$ cat src/rtl/instr_dcd.sv
// Command decoder behind the SPI bridge: turns synchronized byte events into
// single-cycle register read/write strobes and returns read data on data_out.
//
// state   | meaning
// IDLE    | waiting for a command byte
// WR_DATA | write command latched, waiting for the payload byte
// RD_WAIT | read strobe issued, waiting for the register data capture
// RD_DATA | data_out loaded, waiting for the dummy byte that ends the frame
module instr_dcd #(
  parameter int ADDR_W      = 6,
  parameter int SYNC_STAGES = 2
) (
  input  logic              clk,
  input  logic              rst,
  input  logic              cs_n,
  input  logic              byte_sync,
  input  logic [7:0]        data_in,
  output logic [7:0]        data_out,
  output logic              read,
  output logic              write,
  output logic [ADDR_W-1:0] addr,
  output logic              hi_sel,
  output logic [7:0]        data_write,
  input  logic [7:0]        data_read
);

  typedef enum logic [1:0] {IDLE, WR_DATA, RD_WAIT, RD_DATA} state_t;

  state_t                   state, state_nxt;
  logic [SYNC_STAGES-1:0]   bs_sr;
  logic [SYNC_STAGES-1:0]   cs_sr;
  logic                     bs_d;
  logic                     ev;
  logic                     abort;
  logic                     cap;
  logic                     read_nxt, write_nxt, hi_nxt;
  logic [ADDR_W-1:0]        addr_nxt;
  logic [7:0]               dw_nxt, dout_nxt;

  assign ev    = bs_sr[SYNC_STAGES-1] & ~bs_d;
  assign abort = cs_sr[SYNC_STAGES-1];

  always_ff @(posedge clk) begin
    if (rst) begin
      bs_sr      <= '0;
      cs_sr      <= '1;
      bs_d       <= 1'b0;
      state      <= IDLE;
      read       <= 1'b0;
      write      <= 1'b0;
      cap        <= 1'b0;
      addr       <= '0;
      hi_sel     <= 1'b0;
      data_write <= '0;
      data_out   <= '0;
    end else begin
      bs_sr      <= {bs_sr[SYNC_STAGES-2:0], byte_sync};
      cs_sr      <= {cs_sr[SYNC_STAGES-2:0], cs_n};
      bs_d       <= bs_sr[SYNC_STAGES-1];
      state      <= state_nxt;
      read       <= read_nxt;
      write      <= write_nxt;
      // register file answers the cycle after read, so capture one cycle later
      cap        <= read;
      addr       <= addr_nxt;
      hi_sel     <= hi_nxt;
      data_write <= dw_nxt;
      data_out   <= dout_nxt;
    end
  end

  always_comb begin
    state_nxt = state;
    read_nxt  = 1'b0;
    write_nxt = 1'b0;
    addr_nxt  = addr;
    hi_nxt    = hi_sel;
    dw_nxt    = data_write;
    // capture is independent of the FSM so an abort cannot lose it
    dout_nxt  = cap ? data_read : data_out;
    case (state)
      IDLE: begin
        if (ev && !abort) begin
          addr_nxt = data_in[ADDR_W-1:0];
          hi_nxt   = data_in[ADDR_W];
          if (data_in[7]) begin
            state_nxt = WR_DATA;
          end else begin
            read_nxt  = 1'b1;
            state_nxt = RD_WAIT;
          end
        end
      end
      WR_DATA: begin
        if (abort) begin
          state_nxt = IDLE;
        end else if (ev) begin
          dw_nxt    = data_in;
          write_nxt = 1'b1;
          state_nxt = IDLE;
        end
      end
      RD_WAIT: begin
        if (abort)    state_nxt = IDLE;
        else if (cap) state_nxt = RD_DATA;
      end
      RD_DATA: begin
        if (abort || ev) state_nxt = IDLE;
      end
      default: state_nxt = IDLE;
    endcase
  end

endmodule

$ cat config.mk
export PLATFORM = sky130hd
export DESIGN_NAME = instr_dcd
export DESIGN_NICKNAME = d
export VERILOG_FILES = /design/src/rtl/instr_dcd.sv
export SDC_FILE = /design/constraint.sdc
export NUM_CORES = 1
export LEC_CHECK = 0
export CELL_PAD_IN_SITES_DETAIL_PLACEMENT = 1
export CELL_PAD_IN_SITES_GLOBAL_PLACEMENT = 2
export CORE_ASPECT_RATIO = 1.4
export CORE_MARGIN = 10
export CORE_UTILIZATION = 42
export CTS_BUF_LIST = sky130_fd_sc_hd__clkbuf_8
export DETAILED_ROUTE_END_ITERATION = 10
export DONT_BUFFER_PORTS = 1
export GPL_TIMING_DRIVEN = 1
export HOLD_SLACK_MARGIN = 0.06
export PLACE_DENSITY = 0.82
export SYNTH_ARGS = -nofsm -noshare
export SYNTH_HDL_FRONTEND = slang
export SYNTH_SLANG_ARGS = --single-unit
$ cat constraint.sdc
create_clock -name clk -period 2.25 [get_ports clk]
set_input_delay 0.225 -clock clk [delete_from_list [all_inputs] [get_ports clk]]
set_output_delay 0.225 -clock clk [all_outputs]
set_load 0.05 [all_outputs]
Word-level counts from Yosys, hierarchy flattened. Index checks and enable logic that the tools add are counted.

Flip-flop bits (word level): 33. Bits of input ports: 20. Output and inout bits: 25. Word-level logic and storage cells: 43.

Equal/unequal tests: 7. Multiplexer cells: 10. Bitwise gates (word level): 6. Reductions and logical operators: 9.

Operator list (number): 2-bit two-way mux (7); 2-bit case mux with 4 select lines (1); 3-bit inequality test, second input constant (2); 3-bit OR reduction (2); 1-bit inverter (5); 2-bit == test, second input constant (2); 2-bit inequality test, second input constant (2); 4-bit AND reduction (1); 3-bit AND reduction (1); 2-bit by 1-bit == test with 1-bit output, second input constant (1); 2-bit zero test (1); 1-bit two-way mux (2); 2-bit AND reduction (1); 1-bit AND (1); 1-bit logical AND (1); 1-bit zero test (1); 1-bit logical OR (1).

Logic depth before layout (Yosys ltp).
Depth after elaboration: 5. Depth in mapped cells: 4. Gate-level depth less buffers: 3.

Worst setup path before layout. No wires, ideal clock.

Kind: register -> register. Start point: reg state[0]. End point: reg data_write[0]. Library setup time: 120 ps. Arrival: 1061 ps. Data required time: 2130 ps. Path slack: 1070 ps. Stages on the path, launching flop included: 5. Buffers on the path: 1. Clock period less this slack: 1180 ps. Cell sequence: dfxtp_1 > nand3b_2 > or3_1 > buf_6 > mux2i_1.

Word-level cells in the longest chain between the ends: 2.

RTL lines: start: declaration (RTL line 29) `state_t state, state_nxt;`; start signal: assignment (RTL line 60) `state <= state_nxt;`; 2-bit by 1-bit == test with 1-bit output (RTL line 81) `case (state)`; 3-bit AND reduction (no line); end signal: assignment (RTL line 67) `data_write <= dw_nxt;`; end: declaration (RTL line 23) `output logic [7:0] data_write,`.

No other way between the ends. A chain may end at the register's enable or synchronous reset.

Worst setup path in the final report.
Start point: reg state[0]. End point: reg data_write[2].

The elaborated chain is that of the path after synthesis.

==> impl_metrics.ini <==
[outcome]
status = finished clean

[timing]
maxSlewViolCount = 0
worst_pin_slew_ps = 556.9
layout_setup_ws_ps = 895.7
timing.final.crit_share = 0.6019
hold_viol_final = 0
setup_violations = 0
max_freq_ghz = 0.7384
fin_tns_setup_ps = 0
fin_crit_ps = 1354
relSlewSlack = 0.6275
grt_setup_unrepaired = no
skew_ps = 5.581

[power]
ir_worst_vdd_mv = 0.4130
total_power_w = 0.001055
power_leakage_nw = 0.5077
p_clk_frac = 0.406
netSwitchingFraction = 0.1994
p_per_area_nw_per_um2 = 767.1
seqPwrFrac = 0.566
internal_power_w = 0.0008445
p_comb_frac = 0.028
p_sw_w = 0.0002103

[setup_path]
crit_arrival_ps = 1510
path_buf_inv = 0
end_kind = flip-flop
critical_path_class = reg -> reg
worst_path_max_delay_cell = or3_1
crit_path_max_incr_delay_ps = 480
critPathLaunchType = flip-flop
crit_start = state[0]
cp_max_fo = 6
r2r-start = state[0]
cp.required_ps = 2400
cp_cell_sequence = nand3b_2 -> or3_1 -> mux2i_1
crit_family = simple AND/OR/NAND/NOR gates

[floorplanning]
initial_utilization = 0.4365
ios = 45
fp-row-count = 23
coreArea_um2 = 2849
dieWidth_um = 65.99
dieArea_um2 = 5569
dieHeight_um = 84.39

[global_routing]
grtUsageTotal = 0.1042
grt_pass1_wl_um = 4429
grt_remaining_overflow = 0
grt_pass1_vias = 903
grt_max_degree = 26
antenna_found_initial = 0

[min_path]
hp-class = in -> reg
min-delay-start = byte_sync

[clocking]
clk_pin_slew_ps = 60
clock_path_buffers = 2
clock_sinks = 33
tritoncts = done
insertion_delay_ps = 280
holdBufCountCts = 3
cts_max_level = 2
cts_root_buf = clkbuf_8
cts_buffers = 5
postCtsSetupBuffers = 0
ctsResizeCount = 0

[finish]
syn2layout_area_growth_pct = 10.56
final_cells = 155
seqCellArea_um2 = 660.6
nets = 138
final_common_cell = dfxtp_1
finalInstanceArea_um2 = 1375
multi_input_area_um2 = 551.8
final_cell_mix = dfxtp_1, nand2b_1, mux2i_1
layout-drive-gt1-share = 0.1102
diodes = 0
fill_cells = 310

[place]
io_buffers = 0
gp_congestion = 0.6419
dp_hpwl_um = 1966
placed_cells = 145
pre_cts_ws_ps = 910.9
placed_cell_area_um2 = 1259

[job]
maxCapViolations = 0

[logic_synthesis]
synth_top_cell_area_share = 0.5312
ys_ff_latch = 33
ys_top_cells_by_area = dfxtp_1, mux2i_1, nand2b_1, nor2_1, nor2b_1
synth_nets = 134
synth_warnings = 0
synth_cells = 114
synth_area_um2 = 1244
synth_top_cell_by_area = dfxtp_1
synth.distinct_cells = 18
synth.avg_cell_area_um2 = 10.91
synth_seq_area_share = 0.5312

[drt]
ant_nets = 0
wl_um = 2663
avgViaCountPerCell = 5.155
drtIter0Drc = 15
route.detailed.drc = 0
firstDrtPassIters = 2
wl_per_cell_um = 17.18
vias = 799
-- synth_stat cells (all sizes together) --
| master | number |
|---|---|
| clkbuf | 4 |
| a21oi | 2 |
| or4 | 1 |
| nor2b | 4 |
| nand2 | 1 |
| nor4 | 1 |
| mux2i | 23 |
| nor2 | 11 |
| nand2b | 24 |
| or3 | 1 |
| or3b | 1 |
| o21ba | 1 |
| nand3b | 1 |
| buf | 2 |
| or2 | 2 |
| nor3 | 2 |
| dfxtp | 33 |
-- worst register-to-register path: cells and delay by family (launching register included) --
kind / cells / cell delay, ps
flops: 1 / 450
simple gates: 2 / 600
mux: 1 / 180
-- cell type report --
cell class / count / share of cell area
clock buffer: 6 / 0.06005
clock inverter: 1 / 0.002730
multi-input combinational: 75 / 0.4013
sequential: 33 / 0.4804
tap: 37 / 0.03367
timing repair buffer: 3 / 0.02184
-- power by group through the flow --
| stage | registers (W) | clock network, W | logic (W) |
|---|---|---|---|
| 2_1_floorplan | 0.000609 | 0 | 0.0000258 |
| 5_1_grt | 0.000597 | 0.000481 | 0.0000328 |
| 3_5_place_dp | 0.000610 | 0 | 0.0000214 |
| 3_3_place_gp | 0.000610 | 0 | 0.0000210 |
| 6_report | 0.000597 | 0.000428 | 0.0000292 |
| 4_1_cts | 0.000597 | 0.000448 | 0.0000300 |
-- layer usage --
layer,vias to the layer above,part of all wire,global-route usage
li1,382,-,-
met1,369,0.35,0.09564
met2,43,0.44,0.1517
met3,5,0.19,0.09840
met4,0,0.019,0.05163
met5,-,0,0
-- registers in the layout (all words and copies together), names as in the netlist --
register    count
addr            6
bs_d            1
bs_sr           2
cap             1
cs_sr           2
data_out        8
data_write      8
hi_sel          1
read            1
state           2
write           1
-- per-stage QoR --
step | utilization | hold slack, ps
after CTS | 0.4827 | 66.14
after global placement | 0.4418 | 300.5
after global routing | 0.4827 | 64.21
after floorplan | - | 302.7
after detailed placement | 0.4418 | 302.9
final | 0.4827 | 75.64
-- kinds of logic after synthesis --
kind of cell,after synthesis,share of synthesized area
multiplexers,23,0.1851
AO/OA/AOI/OAI,3,0.01610
flip-flops,33,0.5312
buffers and inverters,6,0.02514
AND/OR/NAND/NOR,49,0.2424
-- worst paths after layout --
check                  end  slack, ps  cells past startpoint
max reg2reg  data_write[2]        900                      3
max          data_write[2]        900                      3
min               bs_sr[0]         80                      1
min reg2reg       cs_sr[1]        410                      1
No activity file was read; power rests on OpenSTA's default activity.
